<file path="src/rtl/fp16_classify_accum.sv">
// rtl/fp16_classify_accum.sv - fp16 result classifier with 2-deep output FIFO, sticky flags and event counters
module fp16_classify_accum (
    input  logic        clk,
    input  logic        reset,
    input  logic        in_valid,
    output logic        in_ready,
    input  logic [15:0] in_result,
    input  logic [3:0]  in_flags,
    output logic        out_valid,
    input  logic        out_ready,
    output logic [15:0] out_result,
    output logic [9:0]  out_class,
    output logic [3:0]  out_flags,
    input  logic        csr_we,
    input  logic [3:0]  csr_wdata,
    output logic [3:0]  sticky_flags,
    input  logic        cnt_clr,
    output logic [7:0]  nan_count,
    output logic [7:0]  ovf_count
);

    localparam int FLAG_OF = 2;

    logic [1:0][15:0] r_res;
    logic [1:0][3:0]  r_flg;
    logic             r_head;
    logic             r_tail;
    logic [1:0]       r_count;
    logic             r_alive;
    logic [3:0]       r_sticky;
    logic [7:0]       r_nan_count;
    logic [7:0]       r_ovf_count;

    logic             w_accept;
    logic             w_pop;
    logic             w_in_nan;
    logic [15:0]      w_head_res;
    logic [3:0]       w_head_flg;

    // One-hot class: bits 0..7 run -inf..+inf, 8 sNaN, 9 qNaN.
    function automatic logic [9:0] f_classify(input logic [15:0] v);
        logic [9:0] c;
        c = '0;
        if (v[14:10] == 5'h1F) begin
            if (v[9:0] == 10'd0)
                c[v[15] ? 0 : 7] = 1'b1;
            else
                c[v[9] ? 9 : 8] = 1'b1;
        end else if (v[14:10] == 5'h00) begin
            if (v[9:0] == 10'd0)
                c[v[15] ? 3 : 4] = 1'b1;
            else
                c[v[15] ? 2 : 5] = 1'b1;
        end else begin
            c[v[15] ? 1 : 6] = 1'b1;
        end
        return c;
    endfunction

    // r_alive keeps in_ready low until the first clock edge after reset release.
    assign in_ready   = r_alive && (r_count < 2'd2);
    assign out_valid  = (r_count != 2'd0);
    assign w_accept   = in_valid && in_ready;
    assign w_pop      = out_valid && out_ready;
    assign w_in_nan   = (in_result[14:10] == 5'h1F) && (in_result[9:0] != 10'd0);
    assign w_head_res = r_res[r_head];
    assign w_head_flg = r_flg[r_head];

    always_comb begin
        out_result = '0;
        out_flags  = '0;
        out_class  = '0;
        if (out_valid) begin
            out_result = w_head_res;
            out_flags  = w_head_flg;
            out_class  = f_classify(w_head_res);
        end
    end

    always_ff @(posedge clk or posedge reset) begin
        if (reset) begin
            r_res   <= '0;
            r_flg   <= '0;
            r_head  <= 1'b0;
            r_tail  <= 1'b0;
            r_count <= 2'd0;
            r_alive <= 1'b0;
        end else begin
            r_alive <= 1'b1;
            if (w_accept) begin
                r_res[r_tail] <= in_result;
                r_flg[r_tail] <= in_flags;
                r_tail        <= ~r_tail;
            end
            if (w_pop)
                r_head <= ~r_head;
            r_count <= r_count + {1'b0, w_accept} - {1'b0, w_pop};
        end
    end

    // A CSR write replaces the accumulated value but never drops flags arriving in the same cycle.
    always_ff @(posedge clk or posedge reset) begin
        if (reset) begin
            r_sticky <= '0;
        end else if (csr_we) begin
            r_sticky <= csr_wdata | (w_accept ? in_flags : 4'h0);
        end else if (w_accept) begin
            r_sticky <= r_sticky | in_flags;
        end
    end

    always_ff @(posedge clk or posedge reset) begin
        if (reset) begin
            r_nan_count <= '0;
            r_ovf_count <= '0;
        end else if (cnt_clr) begin
            r_nan_count <= '0;
            r_ovf_count <= '0;
        end else begin
            if (w_accept && w_in_nan && (r_nan_count != 8'hFF))
                r_nan_count <= r_nan_count + 8'd1;
            if (w_accept && in_flags[FLAG_OF] && (r_ovf_count != 8'hFF))
                r_ovf_count <= r_ovf_count + 8'd1;
        end
    end

    assign sticky_flags = r_sticky;
    assign nan_count    = r_nan_count;
    assign ovf_count    = r_ovf_count;

endmodule

</file>
<file path="config.mk">
export PLATFORM = sky130hd
export DESIGN_NAME = fp16_classify_accum
export DESIGN_NICKNAME = d
export VERILOG_FILES = /design/src/rtl/fp16_classify_accum.sv
export SDC_FILE = /design/constraint.sdc
export NUM_CORES = 1
export LEC_CHECK = 0
export BUFFER_PORTS_ARGS = -buffer_cell sky130_fd_sc_hd__buf_4
export CAP_MARGIN = 0
export CORE_MARGIN = 1.5
export CORE_UTILIZATION = 45
export DETAILED_ROUTE_END_ITERATION = 12
export GPL_ROUTABILITY_DRIVEN = 0
export PLACE_DENSITY = 0.78
export SLEW_MARGIN = 20
export SYNTH_ARGS = -nofsm -noshare
export SYNTH_HDL_FRONTEND = slang
export SYNTH_SLANG_ARGS = --single-unit
export TNS_END_PERCENT = 30
</file>
<file path="constraint.sdc">
create_clock -name clk -period 1.9 [get_ports clk]
set_input_delay 0.095 -clock clk [delete_from_list [all_inputs] [get_ports clk]]
set_output_delay 0.095 -clock clk [all_outputs]
set_load 0.05 [all_outputs]
</file>
# --- Yosys cells after proc, flatten, opt, wreduce, memory -nomap -nowiden ---
# Index checks and enable logic that the tools add are counted.
totals:
  ff_bits: 65
  wordCells: 97
classes:
  addsub: 4
  magnitude_cmp: 14
  eq_ne: 4
  n_mux: 39
  bitwise_logic: 4
  reduce_logical: 21
ops:
  columns: ["operator", "n"]
  rows:
  - ["16-bit two-way mux", 4]
  - ["10-bit two-way mux", 5]
  - ["32-bit bitwise mux", 1]
  - ["8-bit two-way mux", 4]
  - ["4-bit two-way mux", 7]
  - ["1-bit demux with 4-bit select", 5]
  - ["3-bit by 5-bit less-than comparator with 1-bit output (second input constant)", 4]
  - ["8-bit by 1-bit adder with 8-bit output (second input constant)", 2]
  - ["16-bit demux with 1-bit select", 1]
  - ["8-bit inequality test (second input constant)", 2]
  - ["1-bit logical AND", 14]
  - ["3-bit by 1-bit greater-or-equal comparator with 1-bit output (second input constant)", 4]
  - ["3-bit two-way mux", 4]
  - ["5-bit == test (second input constant)", 2]
  - ["10-bit logical NOT", 1]
  - ["10-bit nonzero test", 1]
  - ["8-bit bitwise mux", 1]
  - ["4-bit bitwise OR", 2]
  - ["2-bit nonzero test", 4]
  - ["1-bit two-way mux", 6]
  - ["5-bit logical NOT", 1]
  - ["4-bit by 5-bit less-than comparator with 1-bit output (second input constant)", 1]
  - ["4-bit demux with 1-bit select", 1]
  - ["4-bit by 1-bit greater-or-equal comparator with 1-bit output (second input constant)", 1]
  - ["6 further kinds", 8]

# --- Longest topological paths before layout ---
# Gate-level depths: netlist (run 1).
logic_depth:
  depth_word: 11
  depth_mapped: 9
  mapped_depth_nobuf: 8

# --- Worst setup path before layout (run 1) ---
# Ideal clock, no wire load.
synth_path:
  path_kind: "reg2out"
  start: "register r_count[1]"
  end: "output out_class[5]"
  arrival_time_ps: 2675
  t_required_ps: 1805
  path_slack_ps: -870
  path_stages_with_launch: 6
  cell_sequence: "dfrtp_1 > nor2_1 > clkbuf_1 > inv_1 > nand2_1 > nor4_1"
synth_via:
  elab_chain_len: 2
synth_lines:
  columns: ["item", "line_no", "source"]
  rows:
  - ["start: declaration", "28", "logic [1:0] r_count;"]
  - ["start signal: assignment", "97", "r_count <= r_count + {1'b0, w_accept} - {1'b0, w_pop};"]
  - ["2-bit nonzero test", "62", "assign out_valid = (r_count != 2'd0);"]
  - ["named net out_valid", "9", "output logic out_valid,"]
  - ["10-bit two-way mux", "73", "if (out_valid) begin"]
  - ["end: declaration", "12", "output logic [9:0] out_class,"]
# The timed path passes the listed nets, and every way through them passes these cells.

# --- Worst setup path in the final report (run 1) ---
layout_path:
  start: "register r_head"
  end: "output out_class[0]"
layout_via:
  elab_chain_len: 11
layout_lines:
  columns: ["item", "line_no", "source"]
  rows:
  - ["start: declaration", "26", "logic r_head;"]
  - ["start signal: assignment", "96", "r_head <= ~r_head;"]
  - ["16-bit two-way mux (implied by the code) * (2 in series)", "66", "assign w_head_res = r_res[r_head];"]
  - ["3-bit two-way mux (on tied branches)", "53, 51", null]
  - ["3-bit by 5-bit less-than comparator with 1-bit output (implied by the code), or another cell as far along", "53", "c[v[15] ? 2 : 5] = 1'b1;"]
  - ["1-bit logical AND (on tied branches)", "53, 51", null]
  - ["1-bit two-way mux (on tied branches)", "53, 51", null]
  - ["1-bit demux with 4-bit select (on tied branches)", "53, 51", null]
  - ["10-bit two-way mux", "50", "if (v[9:0] == 10'd0)"]
  - ["10-bit two-way mux", "49", "end else if (v[14:10] == 5'h00) begin"]
  - ["10-bit two-way mux *", "44", "if (v[14:10] == 5'h1F) begin"]
  - ["10-bit two-way mux *", "73", null]
# Mark *: on every way between the ends. The rest lies on a longest branch, timed or not. The select of a mux whose other input is x is not followed.

==> results of run 1 <==
-- metrics by stage --
step / worst slack, ns / hold slack [ns] / util (%) / area (um^2) / TNS, ns
2_1_floorplan: -0.113 / 0.243 / - / 3490 / -0.744
3_3_place_gp: 0.0596 / 0.00868 / 59.8 / 4320 / 0
3_5_place_dp: 0.0160 / 0.0112 / 59.8 / 4320 / 0
4_1_cts: -0.164 / 0.00160 / 65.1 / 4700 / -1.28
5_1_grt: -0.260 / 0.00662 / 65.3 / 4710 / -2.28
6_report: -0.166 / 0.00911 / 65.3 / 4710 / -1.18
-- per-layer routing --
| layer | track usage [%] | up-vias |
|---|---|---|
| li1 | - | 1292 |
| met1 | 27.7 | 1324 |
| met2 | 34.8 | 68 |
| met3 | 3.42 | 9 |
| met4 | 7.97 | 0 |
| met5 | 0 | - |
-- final timing paths --
check | endpoint | slack, ns | start | cells past startpoint
max reg2reg | sticky_flags[1] | 0.10 | r_count[1] | 4
min | r_flg[7] | 0.009 | in_flags[3] | 2
min in group asynchronous | nan_count[5] | 0.21 | reset | 3
max | out_class[0] | -0.17 | r_head | 5
min reg2reg | r_res[26] | 0.50 | r_res[26] | 1
max in group asynchronous | r_head | 1.11 | reset | 4
-- cell families (layout without fill, tap and decap cells) --
kind of cell | after synthesis | count (layout) | share of synthesized area [%]
flip-flops | 65 | 65 | 48.6
AO/OA/AOI/OAI | 22 | 22 | 4.98
XOR/XNOR | 5 | 5 | 1.31
buffers and inverters | 21 | 139 | 3.22
multiplexers | 67 | 67 | 21.8
adder cells (fa/ha/maj) | 4 | 4 | 1.50
other | 1 | 1 | 0.112
AND/OR/NAND/NOR | 108 | 108 | 18.4
-- cell type report --
class | instances | area share (%)
multi-input combinational | 207 | 38.1
sequential | 65 | 34.5
timing repair buffer | 117 | 20.5
clock buffer | 13 | 3.37
tap | 99 | 2.63
inverter | 6 | 0.557
clock inverter | 3 | 0.319
-- synth_stat cells, types with 3 or more instances --
master	count	area, um^2
sky130_fd_sc_hd__nand2_1	8	30.0
sky130_fd_sc_hd__dfrtp_1	65	1630
sky130_fd_sc_hd__buf_2	7	35.0
sky130_fd_sc_hd__nor4_1	14	87.6
sky130_fd_sc_hd__inv_1	6	22.5
sky130_fd_sc_hd__nor2b_1	10	62.6
sky130_fd_sc_hd__nand4_1	7	43.8
sky130_fd_sc_hd__nor3b_1	4	30.0
sky130_fd_sc_hd__a221o_2	4	45.0
sky130_fd_sc_hd__nor2_1	33	124
sky130_fd_sc_hd__o31ai_1	4	30.0
sky130_fd_sc_hd__or4_1	3	22.5
sky130_fd_sc_hd__ha_1	4	50.1
sky130_fd_sc_hd__a21oi_1	8	40.0
sky130_fd_sc_hd__nand3_1	8	40.0
sky130_fd_sc_hd__mux2_2	48	541
sky130_fd_sc_hd__xor2_1	3	26.3
sky130_fd_sc_hd__and2_1	3	18.8
sky130_fd_sc_hd__and3_1	4	25.0
sky130_fd_sc_hd__mux2i_1	19	190
sky130_fd_sc_hd__clkbuf_1	3	11.3
sky130_fd_sc_hd__o21ai_0	5	25.0
-- flip-flops by register name, summed over array words and instances (netlist names) --
name / flops
r_res: 32
r_head: 1
nan_count: 8
ovf_count: 8
r_tail: 1
r_flg: 8
r_count: 2
sticky_flags: 4
r_alive: 1
-- power breakdown --
part	switching, mW	total, mW	internal (mW)
Clock	0.502	1.04	0.539
Sequential	0.392	2.28	1.89
Combinational	2.69	4.41	1.73
-- placed cells by master, fill, tap and decap left out, types with 3 or more instances in the layout --
master / Yosys / layout
sky130_fd_sc_hd__buf_4: 1 / 96
sky130_fd_sc_hd__dfrtp_1: 65 / 64
sky130_fd_sc_hd__mux2_2: 48 / 47
sky130_fd_sc_hd__nor2_1: 33 / 30
sky130_fd_sc_hd__mux2i_1: 19 / 15
sky130_fd_sc_hd__dlygate4sd3_1: 0 / 14
sky130_fd_sc_hd__clkbuf_8: 0 / 11
sky130_fd_sc_hd__nor2b_1: 10 / 10
sky130_fd_sc_hd__nand3_1: 8 / 8
sky130_fd_sc_hd__a21oi_1: 8 / 8
sky130_fd_sc_hd__nor4_1: 14 / 8
sky130_fd_sc_hd__nand4_1: 7 / 7
sky130_fd_sc_hd__nand2_1: 8 / 6
sky130_fd_sc_hd__o21ai_0: 5 / 4
sky130_fd_sc_hd__o31ai_1: 4 / 4
sky130_fd_sc_hd__a221o_2: 4 / 4
sky130_fd_sc_hd__mux2i_2: 0 / 4
sky130_fd_sc_hd__nor3b_4: 0 / 4
sky130_fd_sc_hd__buf_6: 2 / 4
sky130_fd_sc_hd__or4_1: 3 / 3
sky130_fd_sc_hd__and3_1: 4 / 3
sky130_fd_sc_hd__inv_1: 6 / 3
sky130_fd_sc_hd__nor2_2: 0 / 3
sky130_fd_sc_hd__nor4_2: 0 / 3
sky130_fd_sc_hd__nor4_4: 0 / 3
sky130_fd_sc_hd__xor2_1: 3 / 3
sky130_fd_sc_hd__clkinv_2: 0 / 3
sky130_fd_sc_hd__buf_12: 0 / 3
-- repair_timing --
action                                  4_1_cts  5_1_grt
pin swaps                                     4        3
endpoints found under the setup margin       12       14
gates resized for setup                      12        4
hold endpoints to repair                     77        0
hold buffers                                 14        0
setup buffers                                 3        0
-- worst reg2reg max path: stages, from the launching register on --
cell and delay [ns]:
sky130_fd_sc_hd__dfrtp_1 0.40, sky130_fd_sc_hd__and3b_1 0.22, sky130_fd_sc_hd__buf_4 0.17, sky130_fd_sc_hd__a221o_2 0.33, sky130_fd_sc_hd__dlygate4sd3_1 0.56
==> impl_metrics.csv, run 1 <==
group,metric,value,unit
floorplanning,fp.dieArea,7960,um^2
setup_path,cp-end-kind,"output pin",
route,drtIter0Drc,154,
finish,finish.net_count,440,
setup_path,slowest_delay,0.50,ns
floorplanning,initial_core_util,46.4,%
finish,post_route_cells_drive_above_1_share,50.9,%
logic_synthesis,netlist-cell-type-count,38,
finish,n_fill_cell,565,
clock_network,ctsHtreeMaxLevel,3,
sta,setup_violations,10,
clock_network,cts_root_buf,"sky130_fd_sc_hd__clkbuf_8",
sta,postLayoutSetupSlackWorst,-0.166,ns
power_and_ir_drop,static-leakage-power,2.17,nW
floorplanning,placeableCoreArea,7210,um^2
finish,synthToLayoutAreaGrowth,40.9,%
global_route,grt_usage,21.0,%
route,dr_total_vias,2693,
route,drc,0,
clock_network,clk_latency,0.34,ns
clock_network,clkSinkCount,65,
route,totalWireLength,7900,um
logic_synthesis,synth_area_per_cell,11.4,um^2
sta,timing.final.hold_violations,0,
setup_path,path_class,"reg2out",
outcome,outcome,"complete, but fails checks",
route,detail_route.wirelength.met1,3480,um
setup_path,timing.critical_path.slowest_stage_cell,"sky130_fd_sc_hd__dfrtp_2",
sta,slew_at_the_pin_closest_to_its_max_slew_limit,0.521,ns
logic_synthesis,post_synthesis_register_bit_count,65,
logic_synthesis,postSynthCellCount,293,
global_route,grt_antenna_before_repair,0,
power_and_ir_drop,ir_worst_vdd,0.00106,V
outcome,violated_checks,"setup timing",
route,drtPass1Iterations,4,
floorplanning,num_io_pins,82,
worst_hold_path,worstHoldPathType,"in2reg",
sta,achievable-frequency,0.484,GHz
setup_path,critical_path.top_delay_family,"simple AND/OR/NAND/NOR gates",
finish,area_of_all_sequential_standard_cells,1630,um^2
global_route,grt_total_ovfl,0,
logic_synthesis,synth-main-ff-cell,"sky130_fd_sc_hd__dfrtp_1",
setup_path,setup.worst_path.start_class,"flip-flop",
flow_run,maxCapViolCount,0,
sta,layout_min_cycle_time,2.07,ns
route,route.top_layer_used,"met4",
finish,multiInputGateArea,1800,um^2
global_route,first_global_vias,2589,
route,antenna_violating_nets_left,0,
setup_path,worstPathArrival,1.97,ns
clock_network,cts.clk_slew.worst_paths,0.07,ns
logic_synthesis,mappedNetlistArea,3340,um^2
logic_synthesis,synth_enable_flop_cells,0,
setup_path,cp_cell_sequence,"mux2i_1 -> nor4_2 -> nand2_2 -> nor3b_4 -> buf_6",
global_route,maximum_number_of_pins_on_one_net_before_global_route_repair,37,
route,vias_per_instance,5.28,
finish,layoutNonFillerInstCount,510,
setup_path,cp_data_required_time,1.80,ns
floorplanning,floorplan.die.width,89.2,um
logic_synthesis,synth_async_sr_flop_share,100,%
route,dr_wl_met3,396,um
clock_network,tritoncts_clock_tree,"done",
logic_synthesis,synth_warnings,0,
route,met2RoutedLength,3900,um
place,dp_hpwl,5590,um
power_and_ir_drop,fin_total_pwr,7.73,mW
sta,relSlewSlack,65.2,%
global_route,wire_length_of_the_first_global_routing_pass,12700,um
place,port_buffers,81,
logic_synthesis,syn-num-nets,327,
place,numPlacedInstances,477,
floorplanning,row_count,31,
route,routed_wire_length_per_instance,15.5,um
sta,unrepaired_setup_endpoints_after_global_routing,"yes",
setup_path,cp.buffers_inverters,1,
sta,min_period_over_period,109,%
clock_network,cts_buffers,9,
setup_path,critical_path_fanouts_max,7,
finish,diodes_inserted,0,
sta,drv_slew,0,
floorplanning,die_h,89.2,um
sta,worst_clock_skew,0.00498,ns
logic_synthesis,synth-seq-area-share,48.6,%
clock_network,cts_buffer_depth,2,
power_and_ir_drop,p_per_area,1640,nW/um^2
(Power assumes the default switching activity.)
==> run 2, diff against run 1 <==
--- a/config.mk
+++ b/config.mk
@@ -6,12 +6,14 @@
 export NUM_CORES = 1
 export LEC_CHECK = 0
 export BUFFER_PORTS_ARGS = -buffer_cell sky130_fd_sc_hd__buf_4
-export CAP_MARGIN = 0
+export CAP_MARGIN = 20
+export CORE_ASPECT_RATIO = 1.75
 export CORE_MARGIN = 1.5
 export CORE_UTILIZATION = 45
 export DETAILED_ROUTE_END_ITERATION = 12
 export GPL_ROUTABILITY_DRIVEN = 0
 export PLACE_DENSITY = 0.78
+export SETUP_SLACK_MARGIN = 0.2
 export SLEW_MARGIN = 20
 export SYNTH_ARGS = -nofsm -noshare
 export SYNTH_HDL_FRONTEND = slang
==> run 2 against run 1 <==
  * The flow still finishes with violations (setup timing)
  * Sequential power up 6%
  * Count of clock-buffer cells in the layout fell by 2
  * Cell area increased by 17%
==> impl_metrics.csv, run 2 (same netlist as run 1, synthesis figures left out) <==
group,metric,value,unit
outcome,outcome,"complete, but fails checks",
outcome,violated_checks,"setup timing",
route,dr_total_vias,2898,
route,routed_wire_length_per_instance,19.7,um
flow_run,maxCapViolCount,0,
sta,holdWs,0.00316,ns
floorplanning,row_count,41,
sta,timing.final.hold_violations,0,
clock_network,clk_latency,0.33,ns
setup_path,critical_path_fanouts_max,7,
sta,worst_clock_skew,0.00734,ns
clock_network,cts_buffers,9,
finish,synthToLayoutAreaGrowth,65.2,%
finish,post_route_cells_drive_above_1_share,62.1,%
finish,most_common_cell_after_layout_fill_and_taps_aside,"sky130_fd_sc_hd__buf_4",
floorplanning,initial_core_util,46.6,%
finish,diodes_inserted,0,
floorplanning,die_h,117,um
setup_path,cp-end-kind,"output pin",
setup_path,cp_data_required_time,1.80,ns
finish,mostFrequentLayoutCells,"80 x sky130_fd_sc_hd__buf_4, 52 x sky130_fd_sc_hd__dfrtp_1, 45 x sky130_fd_sc_hd__mux2_4",
setup_path,regToRegEndpoint,"nan_count[2]",
route,drtIter0Drc,133,
sta,layout_min_cycle_time,2.10,ns
clock_network,cts_buffer_depth,2,
route,antenna_violating_nets_left,0,
finish,finish.net_count,451,
setup_path,timing.critical_path.depth,6,
finish,multiInputGateArea,2220,um^2
route,drtPass1Iterations,4,
floorplanning,placeableCoreArea,7180,um^2
setup_path,critical_path.top_delay_family,"simple AND/OR/NAND/NOR gates",
worst_hold_path,holdPathStages,2,
clock_network,cts_root_buf,"sky130_fd_sc_hd__clkbuf_16",
sta,drv_slew,0,
setup_path,cp_cell_sequence,"buf_12 -> mux2i_4 -> nor4_4 -> nand2_4 -> nor3b_4 -> buf_6",
worst_hold_path,min-delay-start,"csr_wdata[3]",
power_and_ir_drop,ir_worst_vdd,0.000828,V
sta,postLayoutSetupSlackWorst,-0.196,ns
setup_path,cp.buffers_inverters,2,
sta,setup_violations,10,
global_route,wire_length_of_the_first_global_routing_pass,14100,um
power_and_ir_drop,static-leakage-power,2.51,nW
route,totalWireLength,10000,um
setup_path,path_class,"reg2out",
finish,post-route-util,76.9,%
finish,layoutNonFillerInstCount,508,
sta,unrepaired_setup_endpoints_after_global_routing,"yes",
worst_hold_path,hold_end,"sticky_flags[3]",
power_and_ir_drop,fin_total_pwr,9.91,mW
global_route,maximum_number_of_pins_on_one_net_before_global_route_repair,34,
setup_path,critical_path.reg2reg.startpoint,"r_count[1]",
setup_path,timing.reg2reg.worst_path_depth,6,
setup_path,setup.worst_path.start_class,"flip-flop",
finish,flip_flop_count_of_the_largest_register_all_copies_and_words_added,32,
route,vias_per_instance,5.70,
floorplanning,fp.dieArea,7980,um^2
clock_network,tritoncts_clock_tree,"done",
finish,n_fill_cell,433,
global_route,first_global_vias,2874,
setup_path,slowest_delay,0.41,ns
sta,achievable-frequency,0.477,GHz
place,dp_hpwl,6040,um
clock_network,ctsHtreeMaxLevel,3,
clock_network,cts.clk_slew.worst_paths,0.06,ns
global_route,grt_usage,24.2,%
place,numPlacedInstances,465,
clock_network,clkSinkCount,65,
finish,largest_register,"r_res",
setup_path,timing.critical_path.slowest_stage_cell,"sky130_fd_sc_hd__dfrtp_2",
setup_path,reg2reg_slack,0.02,ns
place,port_buffers,81,
global_route,grt_antenna_before_repair,0,
floorplanning,num_io_pins,82,
global_route,grt_total_ovfl,0,
route,drc,0,
power_and_ir_drop,p_per_area,1790,nW/um^2
setup_path,worstPathArrival,2.00,ns
sta,min_period_over_period,110,%
floorplanning,floorplan.die.width,68.2,um
finish,area_of_all_sequential_standard_cells,1640,um^2
worst_hold_path,worstHoldPathType,"in2reg",
==> run 2: cell types whose count changed in the layout (fill, tap and decap cells not counted), moves of 12 or more <==
cell | before | now
sky130_fd_sc_hd__dfrtp_2 | 1 | 13
sky130_fd_sc_hd__mux2_4 | 1 | 45
sky130_fd_sc_hd__buf_6 | 4 | 33
sky130_fd_sc_hd__dfrtp_1 | 64 | 52
sky130_fd_sc_hd__mux2_2 | 47 | 3
sky130_fd_sc_hd__dlygate4sd3_1 | 14 | 2
sky130_fd_sc_hd__buf_4 | 96 | 80
==> run 2: where the power goes <==
part,total [mW],switching (mW),internal [mW]
logic,5.69,3.08,2.61
registers,2.41,0.520,1.89
clock network,1.81,0.593,1.21
total,9.91,4.19,5.71
==> run 2: area by class of cell <==
class | count | share of cell area, %
clock inverters | 5 | 1.40
multi-input cells | 208 | 40.1
flip-flops and latches | 65 | 29.7
clock buffers | 11 | 4.57
well taps | 86 | 1.95
repair buffers | 127 | 21.6
inverters | 6 | 0.634
==> run 2: worst max-delay path by stage <==
stage,to,startpoint
after global routing,out_class[0],r_head
final,out_class[0],r_head
after floorplan,r_count[1],r_count[1]
after CTS,out_class[0],r_head
after detailed placement,out_class[3],r_head
after global placement,out_class[4],r_head
==> run 2: per-layer routing <==
layer	wire length, um	GRT usage, %	up-vias
met3	414	4.78	18
li1	-	-	1316
met1	3780	27.3	1472
met5	0	0	-
met2	5580	43.6	92
met4	240	9.20	0
==> run 2: metrics by stage <==
| step | setup WS, ns | TNS [ns] | instance area (um^2) |
|---|---|---|---|
| after floorplan | -0.113 | -0.113 | 3630 |
| after global placement | 0.0186 | 0 | 4400 |
| after detailed placement | -0.0943 | -0.288 | 4400 |
| after CTS | -0.144 | -1.02 | 5100 |
| after global routing | -0.273 | -2.36 | 5530 |
| final | -0.196 | -1.49 | 5530 |
==> run 2: timing repair <==
item	4_1_cts	5_1_grt
gates resized for setup	62	79
gates cloned	1	1
setup endpoints to repair	85	70
hold buffers	2	0
pin swaps	23	27
hold endpoints to repair	16	0
setup buffers	11	12
==> run 3, diff against run 2 <==
--- a/config.mk
+++ b/config.mk
@@ -13,6 +13,7 @@
 export DETAILED_ROUTE_END_ITERATION = 12
 export GPL_ROUTABILITY_DRIVEN = 0
 export PLACE_DENSITY = 0.78
+export RECOVER_POWER = 100
 export SETUP_SLACK_MARGIN = 0.2
 export SLEW_MARGIN = 20
 export SYNTH_ARGS = -nofsm -noshare
==> run 3 against run 2 <==
  * The run still ends with setup timing left
  * Global-route usage unchanged
  * Count of clock-buffer cells in the layout unchanged
  * Clock skew about the same
  * Non-clock buffer count unchanged
  * Wire length decreased by 1.1%
  * Sequential power about the same
==> impl_metrics.csv, run 3 (same netlist as run 1, synthesis figures left out) <==
group,metric,value,unit
power_and_ir_drop,p_per_area,1800,nW/um^2
clock_network,clk_latency,0.32,ns
setup_path,critical_path.reg2reg.startpoint,"r_count[1]",
global_route,first_global_vias,2874,
clock_network,cts_root_buf,"sky130_fd_sc_hd__clkbuf_16",
place,dp_hpwl,6040,um
clock_network,ctsHtreeMaxLevel,3,
route,antenna_violating_nets_left,0,
setup_path,regToRegEndpoint,"nan_count[2]",
setup_path,cp_data_required_time,1.80,ns
finish,diodes_inserted,0,
sta,postLayoutSetupSlackWorst,-0.189,ns
floorplanning,floorplan.die.width,68.2,um
setup_path,slowest_delay,0.41,ns
finish,largest_register,"r_res",
global_route,grt_usage,24.2,%
worst_hold_path,holdPathStages,2,
route,totalWireLength,9920,um
power_and_ir_drop,ir_worst_vdd,0.000791,V
clock_network,cts_buffers,9,
finish,mostFrequentLayoutCells,"67 x sky130_fd_sc_hd__buf_4, 56 x sky130_fd_sc_hd__dfrtp_1, 45 x sky130_fd_sc_hd__mux2_4",
global_route,grt_total_ovfl,0,
clock_network,tritoncts_clock_tree,"done",
power_and_ir_drop,static-leakage-power,2.40,nW
sta,worst_clock_skew,0.00690,ns
clock_network,cts.clk_slew.worst_paths,0.06,ns
sta,drv_slew,0,
global_route,maximum_number_of_pins_on_one_net_before_global_route_repair,34,
sta,unrepaired_setup_endpoints_after_global_routing,"yes",
worst_hold_path,hold_end,"sticky_flags[3]",
sta,achievable-frequency,0.479,GHz
setup_path,timing.critical_path.slowest_stage_cell,"sky130_fd_sc_hd__dfrtp_2",
finish,post_route_cells_drive_above_1_share,55.2,%
finish,post-route-cell-area,5350,um^2
setup_path,critical_path_fanouts_max,7,
clock_network,cts_buffer_depth,2,
global_route,wire_length_of_the_first_global_routing_pass,14100,um
setup_path,worstPathArrival,1.99,ns
worst_hold_path,min-delay-start,"csr_wdata[3]",
setup_path,setup.worst_path.start_class,"flip-flop",
sta,setup_tns,-1.62,ns
route,drtIter0Drc,118,
place,dpl_cell_area,4400,um^2
setup_path,cp-end-kind,"output pin",
outcome,outcome,"complete, but fails checks",
sta,timing.final.hold_violations,0,
place,port_buffers,81,
global_route,grt_antenna_before_repair,0,
finish,most_common_cell_after_layout_fill_and_taps_aside,"sky130_fd_sc_hd__buf_4",
sta,layout_min_cycle_time,2.09,ns
sta,holdWs,0.00597,ns
outcome,violated_checks,"setup timing",
floorplanning,initial_core_util,46.6,%
finish,finish.net_count,451,
setup_path,cp_cell_sequence,"buf_12 -> mux2i_4 -> nor4_4 -> nand2_4 -> nor3b_4 -> buf_6",
sta,min_period_over_period,110,%
clock_network,clkSinkCount,65,
setup_path,path_class,"reg2out",
sta,setup_violations,14,
floorplanning,placeableCoreArea,7180,um^2
setup_path,timing.reg2reg.worst_path_depth,6,
setup_path,reg2reg_slack,-0.10,ns
route,drtPass1Iterations,4,
route,drc,0,
finish,flip_flop_count_of_the_largest_register_all_copies_and_words_added,32,
route,dr_total_vias,2902,
floorplanning,die_h,117,um
route,routed_wire_length_per_instance,19.5,um
flow_run,maxCapViolCount,0,
sta,slew_at_the_pin_closest_to_its_max_slew_limit,0.742,ns
floorplanning,num_io_pins,82,
sta,relSlewSlack,50.5,%
floorplanning,row_count,41,
worst_hold_path,worstHoldPathType,"in2reg",
route,vias_per_instance,5.71,
finish,synthToLayoutAreaGrowth,59.9,%
floorplanning,fp.dieArea,7980,um^2
run 3: changes by cell type in the layout (fill, tap and decap cells not counted), sizes merged:
cell	previous run	this run
buf	125	99
clkbuf	11	37
run 3: area by class of cell:
class	instances	area (um^2)
inverter	6	30.0
clock inverter	5	77.6
tap	86	108
clock buffer	11	253
multi-input combinational	208	2200
sequential	65	1640
fill	493	1830
timing repair buffer	127	1040
run 3: worst max-delay path, delay by kind of cell, from the launching register on:
kind                   cells  cell delay, ns
flip-flops                 1            0.41
AND/OR/NAND/NOR            3            0.72
multiplexers               1            0.20
buffers and inverters      2            0.33
run 3: per-stage QoR:
step                utilization [%]  setup slack (ns)  power (mW)  instances
detailed placement             61.3           -0.0943        6.69        465
global route                   74.5            -0.273        10.1        508
global placement               61.3            0.0186        6.58        465
floorplan                         -            -0.113        5.52        293
finish                         74.5            -0.189        9.65        508
CTS                            71.0            -0.144        9.18        495
run 3: worst max path at each step:
| stage | slack, ns | endpoint | from | cells after the start |
|---|---|---|---|---|
| floorplan | -0.11 | r_count[1] | r_count[1] | 9 |
| global placement | 0.02 | out_class[4] | r_head | 5 |
| detailed placement | -0.09 | out_class[3] | r_head | 5 |
| CTS | -0.14 | out_class[0] | r_head | 6 |
| global route | -0.27 | out_class[0] | r_head | 6 |
| finish | -0.19 | out_class[0] | r_head | 6 |
run 3: repair_timing:
item                       CTS  global route
gates resized for setup     62            79
cloned                       1             1
hold endpoints to repair    16             0
hold buffers                 2             0
pin swaps                   23            27
setup buffers               11            12
setup endpoints to repair   85            70
run 3: routing by layer:
metal	routed length, um	up-vias	track usage (%)
met5	0	-	0
met4	271	0	9.20
met3	380	22	4.78
met2	5540	92	43.6
met1	3730	1471	27.3
li1	-	1317	-
run 3: power by group:
group / leakage [nW] / total, mW / internal, mW / switching (mW)
clock network: 0.162 / 1.80 / 1.21 / 0.583
logic: 1.45 / 5.46 / 2.43 / 3.04
registers: 0.795 / 2.39 / 1.89 / 0.502
